### src/rtl/uart_tx_scheduler.sv
// uart_tx_scheduler: round-robin framer that serialises per-source packets
// (SYNC, HDR, payload, XOR checksum) onto a byte-wide UART transmitter.
module uart_tx_scheduler #(
    parameter int          NUM_SRC   = 3,
    parameter logic [7:0]  SYNC_BYTE = 8'hA5,
    parameter int          BUSY_TO   = 15
) (
    input  logic                   clk,
    input  logic                   reset,
    input  logic [NUM_SRC-1:0]     src_req,
    input  logic [4*NUM_SRC-1:0]   src_len,
    input  logic [64*NUM_SRC-1:0]  src_data,
    output logic [NUM_SRC-1:0]     src_ack,
    input  logic                   tx_busy,
    output logic [7:0]             tx_data_out,
    output logic                   tx_start_out,
    output logic                   sched_busy,
    output logic [1:0]             cur_src
);
    localparam logic [2:0] IDLE = 3'd0, LOAD = 3'd1, SEND = 3'd2, WAIT_HI = 3'd3, WAIT_LO = 3'd4, ACK = 3'd5;
    localparam int CW = $clog2(BUSY_TO + 1);
    logic [2:0]    state;
    logic [1:0]    grant, last_grant, nxt;
    logic          found;
    logic [2:0]    j;
    logic [3:0]    len, idx, sl;
    logic [7:0]    chk, hdr, cur_byte;
    logic [63:0]   pay;
    logic [CW-1:0] cnt;
    logic          is_chk;
    // Round-robin search: lowest offset from last_grant+1 wins.
    always_comb begin
        nxt = '0;
        found = 1'b0;
        j = '0;
        for (int k = NUM_SRC - 1; k >= 0; k--) begin
            j = {1'b0, last_grant} + 3'd1 + 3'(k);
            if (j >= 3'(NUM_SRC)) j = j - 3'(NUM_SRC);
            if (src_req[j[1:0]]) begin
                nxt = j[1:0];
                found = 1'b1;
            end
        end
    end
    assign sl       = src_len[4*grant +: 4];
    assign hdr      = {2'b00, grant, len};
    assign is_chk   = idx == len + 4'd2;
    // Payload register shifts right as bytes go out, so byte 0 is always pay[7:0].
    assign cur_byte = idx == 4'd0 ? SYNC_BYTE : idx == 4'd1 ? hdr : is_chk ? chk : pay[7:0];
    assign tx_start_out = state == SEND;
    assign tx_data_out  = state == SEND ? cur_byte : 8'h00;
    assign sched_busy   = state != IDLE;
    assign cur_src      = state == IDLE ? 2'd0 : grant;
    for (genvar i = 0; i < NUM_SRC; i++) begin : g_ack
        assign src_ack[i] = state == ACK && grant == 2'(i);
    end
    always_ff @(posedge clk) begin
        if (reset) begin
            state      <= IDLE;
            grant      <= '0;
            last_grant <= 2'(NUM_SRC - 1);
            len        <= '0;
            idx        <= '0;
            chk        <= '0;
            cnt        <= '0;
            pay        <= '0;
        end else begin
            case (state)
                IDLE: if (found) begin
                    grant <= nxt;
                    state <= LOAD;
                end
                LOAD: begin
                    len   <= sl > 4'd8 ? 4'd8 : sl;
                    pay   <= src_data[64*grant +: 64];
                    idx   <= '0;
                    chk   <= '0;
                    state <= SEND;
                end
                SEND: begin
                    if (idx != 4'd0 && !is_chk) chk <= chk ^ cur_byte;
                    if (idx >= 4'd2 && !is_chk) pay <= pay >> 8;
                    cnt   <= '0;
                    state <= WAIT_HI;
                end
                WAIT_HI: if (tx_busy || cnt == CW'(BUSY_TO - 1)) state <= WAIT_LO;
                         else cnt <= cnt + 1'b1;
                WAIT_LO: if (!tx_busy) begin
                    if (is_chk) state <= ACK;
                    else begin
                        idx   <= idx + 1'b1;
                        state <= SEND;
                    end
                end
                ACK: begin
                    last_grant <= grant;
                    state      <= IDLE;
                end
                default: state <= IDLE;
            endcase
        end
    end
endmodule

### config.mk
export PLATFORM = sky130hd
export DESIGN_NAME = uart_tx_scheduler
export DESIGN_NICKNAME = d
export VERILOG_FILES = /design/src/rtl/uart_tx_scheduler.sv
export SDC_FILE = /design/constraint.sdc
export NUM_CORES = 1
export LEC_CHECK = 0
export CORE_ASPECT_RATIO = 2
export CORE_MARGIN = 4
export CORE_UTILIZATION = 40
export DETAILED_ROUTE_END_ITERATION = 16
export GPL_TIMING_DRIVEN = 0
export PLACE_DENSITY = 0.84
export SYNTH_ARGS = -nofsm -noshare
export SYNTH_HDL_FRONTEND = slang
export SYNTH_SLANG_ARGS = --single-unit
### constraint.sdc
create_clock -name clk -period 6.6 [get_ports clk]
set_input_delay 1.32 -clock clk [delete_from_list [all_inputs] [get_ports clk]]
set_output_delay 1.32 -clock clk [all_outputs]
set_load 0.05 [all_outputs]
After elaboration in Yosys (flattened, before gate mapping):

Index checks and enable logic that the tools add are counted.

* logic and storage cells: 101
* latch bits: 0
* bits of input ports: 210
* RAM bits: 0
* memories: 0
* bits in registers: 91
* bits in read-only memories: 0

* multipliers: 0
* $lt $le $gt $ge: 8
* bitwise operators: 1
* add/sub/neg operators: 9
* reductions and logical operators: 21
* divide/modulo/power cells: 0
* multiplexer cells: 35
* equality and inequality tests: 17
* shift operators: 2

Operator list (number)
* $shiftx A192 B9 Y64: 1
* $pmux W64 S2: 1
* $mux W64: 1
* $mux W8: 5
* $mux W4: 4
* $pmux W4 S2: 2
* $pmux W8 S2: 1
* $pmux W3 S5: 1
* $mux W2: 7
* $mux W3: 4
* $shiftx A12 B5 Y4: 1
* $ne A2 B2 Y1 const B: 5
* $ge A3 B2 Y1 const B: 3
* $lt A2 B3 Y1 const B: 3
* $add A4 B1 Y4 const B: 2
* $reduce_and A2 Y1: 4
* $xor A8 B8 Y8: 1
* $bmux W1 S2: 3
* $eq A3 B2 Y1 const B: 2
* $eq A3 B3 Y1 const B: 2
* $mux W1: 6
* $reduce_and A3 Y1: 2
* $reduce_bool A2 Y1: 3
* $sub A2 B2 Y2 const B: 3
* other kinds (21): 26

Depth between registers and ports, before layout:

* depth in word-level cells: 11
* gate-level depth with buffers: 9

Least setup slack after synthesis:

No wires, ideal clock.

* kind: reg2out
* start: register len[1]
* end: output tx_data_out[1]
* stages on the path, launching flop included: 9
* setup slack: 2.641 ns
* required time: 5.280 ns
* arrival time: 2.639 ns
* cells stage by stage: dfxtp_1 ha_1 xor2_1 or4_1 buf_2 buf_6 mux2_2 nand2_1 a21oi_1

* longest elaborated chain between the ends: 6

RTL lines
* start: declaration: RTL line 26 `logic [3:0] len, idx, sl;`
* start signal: assignment: RTL line 74 `len <= sl > 4'd8 ? 4'd8 : sl;`
* $add A4 B2 Y4: RTL line 47 `assign is_chk = idx == len + 4'd2;`
* $eq A4 B4 Y1: RTL line 47
* $mux W8: RTL line 49 `assign cur_byte = idx == 4'd0 ? SYNC_BYTE : idx == 4'd1 ? hdr : is_chk ? chk : pay[7:0];`
* $mux W8 * (2 in series): RTL line 49
* $mux W8 *: RTL line 51 `assign tx_data_out = state == SEND ? cur_byte : 8'h00;`
* end: declaration: RTL line 15 `output logic [7:0] tx_data_out,`

Every way passes the cells marked *; elsewhere a longest branch is shown, timed or not.

Worst setup path in the final report:

* start: register len[1]
* end: output tx_data_out[0]

* longest elaborated chain between the ends: 6

RTL lines (RTL line)
* $add A4 B2 Y4: 47
* $eq A4 B4 Y1: 47
* $mux W8 (3 in series): 49
* $mux W8: 51

Every way passes these cells.

==> Implementation_results.wiki <==
{| class="wikitable"
! Metric !! Value
|-
| Share of the clock period used by the worst path after layout || between 70% and 80%
|-
| Final nets || 1,206
|-
| Main area contributors after synthesis || sky130_fd_sc_hd__dfxtp_1 31%, sky130_fd_sc_hd__o211ai_1 14%, sky130_fd_sc_hd__mux2i_1 12%
|-
| Fraction of registers with async set/reset || 0%
|-
| Effective utilization at floorplan || 40.8%
|-
| Static leakage || ~2.8 nW
|-
| TritonCTS clock tree || done
|-
| Highest attainable clock frequency || 213 MHz
|-
| Placeable core region || approximately 14,000 um2
|-
| Share of cells above drive strength 1 || between 5 and 6%
|-
| Total of warnings raised by yosys || 0
|-
| Leading register cell type out of synthesis || sky130_fd_sc_hd__dfxtp_1
|-
| Count of buffers inserted at the top-level ports || approximately 220
|-
| Unrepaired setup endpoints after global routing || no
|-
| Ordered cell list for the critical path || ha_1 -> xor2_1 -> or4_1 -> buf_2 -> buf_6 -> mux2_2 -> a21oi_1 -> nor2_1 -> clkdlybuf4s50_1
|-
| Layout area overhead || 46.7%
|-
| Cell chosen for the clock root || sky130_fd_sc_hd__clkbuf_16
|-
| CP Class || reg2out
|-
| Worst path slowest cell || sky130_fd_sc_hd__clkdlybuf4s50_1
|-
| Syn avg cell area || around 8 um2
|-
| Number of antenna violations at the first check in global routing || 0
|-
| Arrival time of the worst setup path || ~3400 ps
|-
| Result of the run || finished, final reports clean
|-
| Family with the most delay on the worst path || buffers and inverters
|-
| Wire length after detailed routing || roughly 21,000 um
|-
| Cell Rows || slightly above 60
|-
| Flip-flop and latch count after synthesis || between 90 and 100
|-
| Clock edge transition at the registers on the reported setup and hold paths || 60 ps
|-
| Hold Violations, Final || 0
|-
| Register area share after synthesis || between 30% and 40%
|-
| Setup TNS || 0 ps
|-
| Vias in the first global route || 6,606
|-
| Chip height || approximately 180 um
|-
| Final setup viols || 0
|-
| Clock latency reported for the late side of the worst-skew pair || 340 ps
|-
| ANT cells || 0
|-
| Largest net degree at the start of global routing || 14
|-
| Synthesized cell area || 5880 um2
|-
| DP Cell Count || between 1,000 and 1,500
|-
| Worst Hold Slack || approximately 450 ps
|-
| GR Util All Layers || between 20% and 30%
|-
| Final critical path time including I/O delays and setup || 4700 ps
|-
| Detailed placement HPWL || 17,000 um
|-
| Cell area power density || around 190 nW/um2
|-
| Startpoint class of the critical path || flip-flop
|-
| Drt wl/cell || between 15 and 20 um
|-
| Worst Clk Skew || around 6.3 ps
|-
| Number of instances in the synthesized netlist || around 750
|-
| Worst supply voltage drop on vdd || 0.141 mV
|-
| Die X-Extent || between 90 and 100 um
|-
| Detailed Route Iter0 Violations || approximately 300
|-
| Number of setup buffers added after CTS || 0
|-
| Worst R2R Setup Slack || 4020 ps
|-
| Proportion of netlist area held by the largest area contributor || a little under a third
|-
| Final Max Slew Viols || 0
|-
| Synthesized netlist net count || 971
|-
| Worst min path class || reg2reg
|-
| Die area || 16,800 um2
|-
| Final instance count without filler cells || about 1,200
|-
| Clk buf depth || 2
|-
| Number of enable flip-flop cells after synthesis || 0
|-
| Number of routed nets with antenna violations || 0
|-
| Hold-fix buffer count after cts || 0
|-
| Leading cell type by number of instances after synthesis || sky130_fd_sc_hd__nand2_1
|-
| First-pass DRT Iterations || 7
|-
| Count of cells resized by post-cts repair || 0
|-
| Slew Limit Headroom || just under 40%
|-
| Largest area contributor in the synthesized netlist || sky130_fd_sc_hd__dfxtp_1
|-
| Total vias in the final route || ~6,600
|-
| First-pass GRT wire length || roughly 33,000 um
|-
| CP required || ~5300 ps
|-
| Number of violations of the max-capacitance limit || 0
|-
| Via density per instance || between 5 and 6
|-
| Sort of element at the end of the critical path || output pin
|-
| Final RePlAce weighted congestion || approximately 0.9
|-
| Gr ovfl total || 0
|-
| Crit path max fanout || 10
|-
| Number of primary I/O pins || approximately 230
|-
| Worst-Margin Slew || ~920 ps
|-
| Number of buffers and inverters on the critical path || 3
|-
| Maximum level of the CTS H-tree || 3
|-
| TritonCTS Sinks || 91
|-
| Delay of the slowest cell on the worst path || around 750 ps
|-
| Cell types with the highest counts after synthesis || 142 x sky130_fd_sc_hd__nand2_1, 113 x sky130_fd_sc_hd__o211ai_1, 91 x sky130_fd_sc_hd__dfxtp_1
|-
| Number of distinct library cells after synthesis || 53
|-
| DRC Markers || 0
|-
| Total CTS buffers || 9
|}
## logic make-up after synthesis
| logic type | count (synthesis) | share of synthesized area, % |
|---|---|---|
| buffers and inverters | 78 | 5.85 |
| AOI/OAI and AO/OA | 259 | 29.3 |
| and+or+nand+nor | 224 | 16.3 |
| xor gates and xnor gates | 7 | 1.30 |
| DFF | 91 | 31.0 |
| adders and majority gates | 10 | 2.13 |
| muxes | 82 | 14.2 |
## state kept, by name (all words and copies together), names as in the netlist
register	cells
pay	64
grant	2
idx	4
cnt	4
chk	8
len	4
last_grant	2
state	3
## cell type report
cell class	instances	area (um2)
fill	1299	5790
buffer	68	307
inverter	10	37.5
timing repair buffer	224	2240
multi-input combinational	582	3720
clock inverter	3	15.0
sequential	91	1820
tap	192	240
clock buffer	12	246
## through the flow
stage / cell area [um2] / worst slack [ps] / total power [mW] / utilization, %
floorplan: 5880 / 2640 / 0.945 / -
global placement: 8370 / 2090 / 1.18 / 58.0
detailed placement: 8370 / 2300 / 1.19 / 58.0
CTS: 8630 / 1930 / 1.65 / 59.8
global route: 8630 / 1830 / 1.72 / 59.8
finish: 8630 / 1900 / 1.65 / 59.8
## final timing paths
check | endpoint | from | depth (start not counted)
worst max-delay path | tx_data_out[0] | len[1] | 9
worst min-delay path | pay[17] | pay[17] | 2
worst max register to register | pay[34] | len[1] | 9
worst min register to register | pay[17] | pay[17] | 2
## power breakdown
part | switching (mW) | total, mW | leakage, nW | internal, mW
combinational | 0.284 | 0.543 | 1.95 | 0.259
clock | 0.205 | 0.466 | 0.132 | 0.262
sequential | 0.0374 | 0.640 | 0.742 | 0.603
## cell usage in the layout, fill, tap and decap left out, types with 8 or more instances in the layout
master                              n
sky130_fd_sc_hd__a21oi_1           79
sky130_fd_sc_hd__a22oi_1            8
sky130_fd_sc_hd__buf_2              8
sky130_fd_sc_hd__clkbuf_1          48
sky130_fd_sc_hd__clkbuf_16          9
sky130_fd_sc_hd__clkdlybuf4s50_1  224
sky130_fd_sc_hd__dfxtp_1           91
sky130_fd_sc_hd__ha_1              10
sky130_fd_sc_hd__inv_1              9
sky130_fd_sc_hd__mux2_2            11
sky130_fd_sc_hd__mux2i_1           71
sky130_fd_sc_hd__nand2_1          142
sky130_fd_sc_hd__nand3_1           12
sky130_fd_sc_hd__nor2_1            33
sky130_fd_sc_hd__o211ai_1         113
sky130_fd_sc_hd__o21ai_0           27
## per-layer routing
layer	global-route usage (%)	up-vias	wire, um
li1	-	3216	-
met1	25.5	3017	7350
met2	44.5	251	11400
met3	3.60	75	1100
met4	13.7	0	1210
met5	0	-	0
## worst min-delay path, delay by kind of cell, from the launching register on
family,cells,cell delay [ps]
and+or+nand+nor,1,50
DFF,1,310
AOI/OAI and AO/OA,1,50
Note: power is estimated with default switching activity, not from simulation.
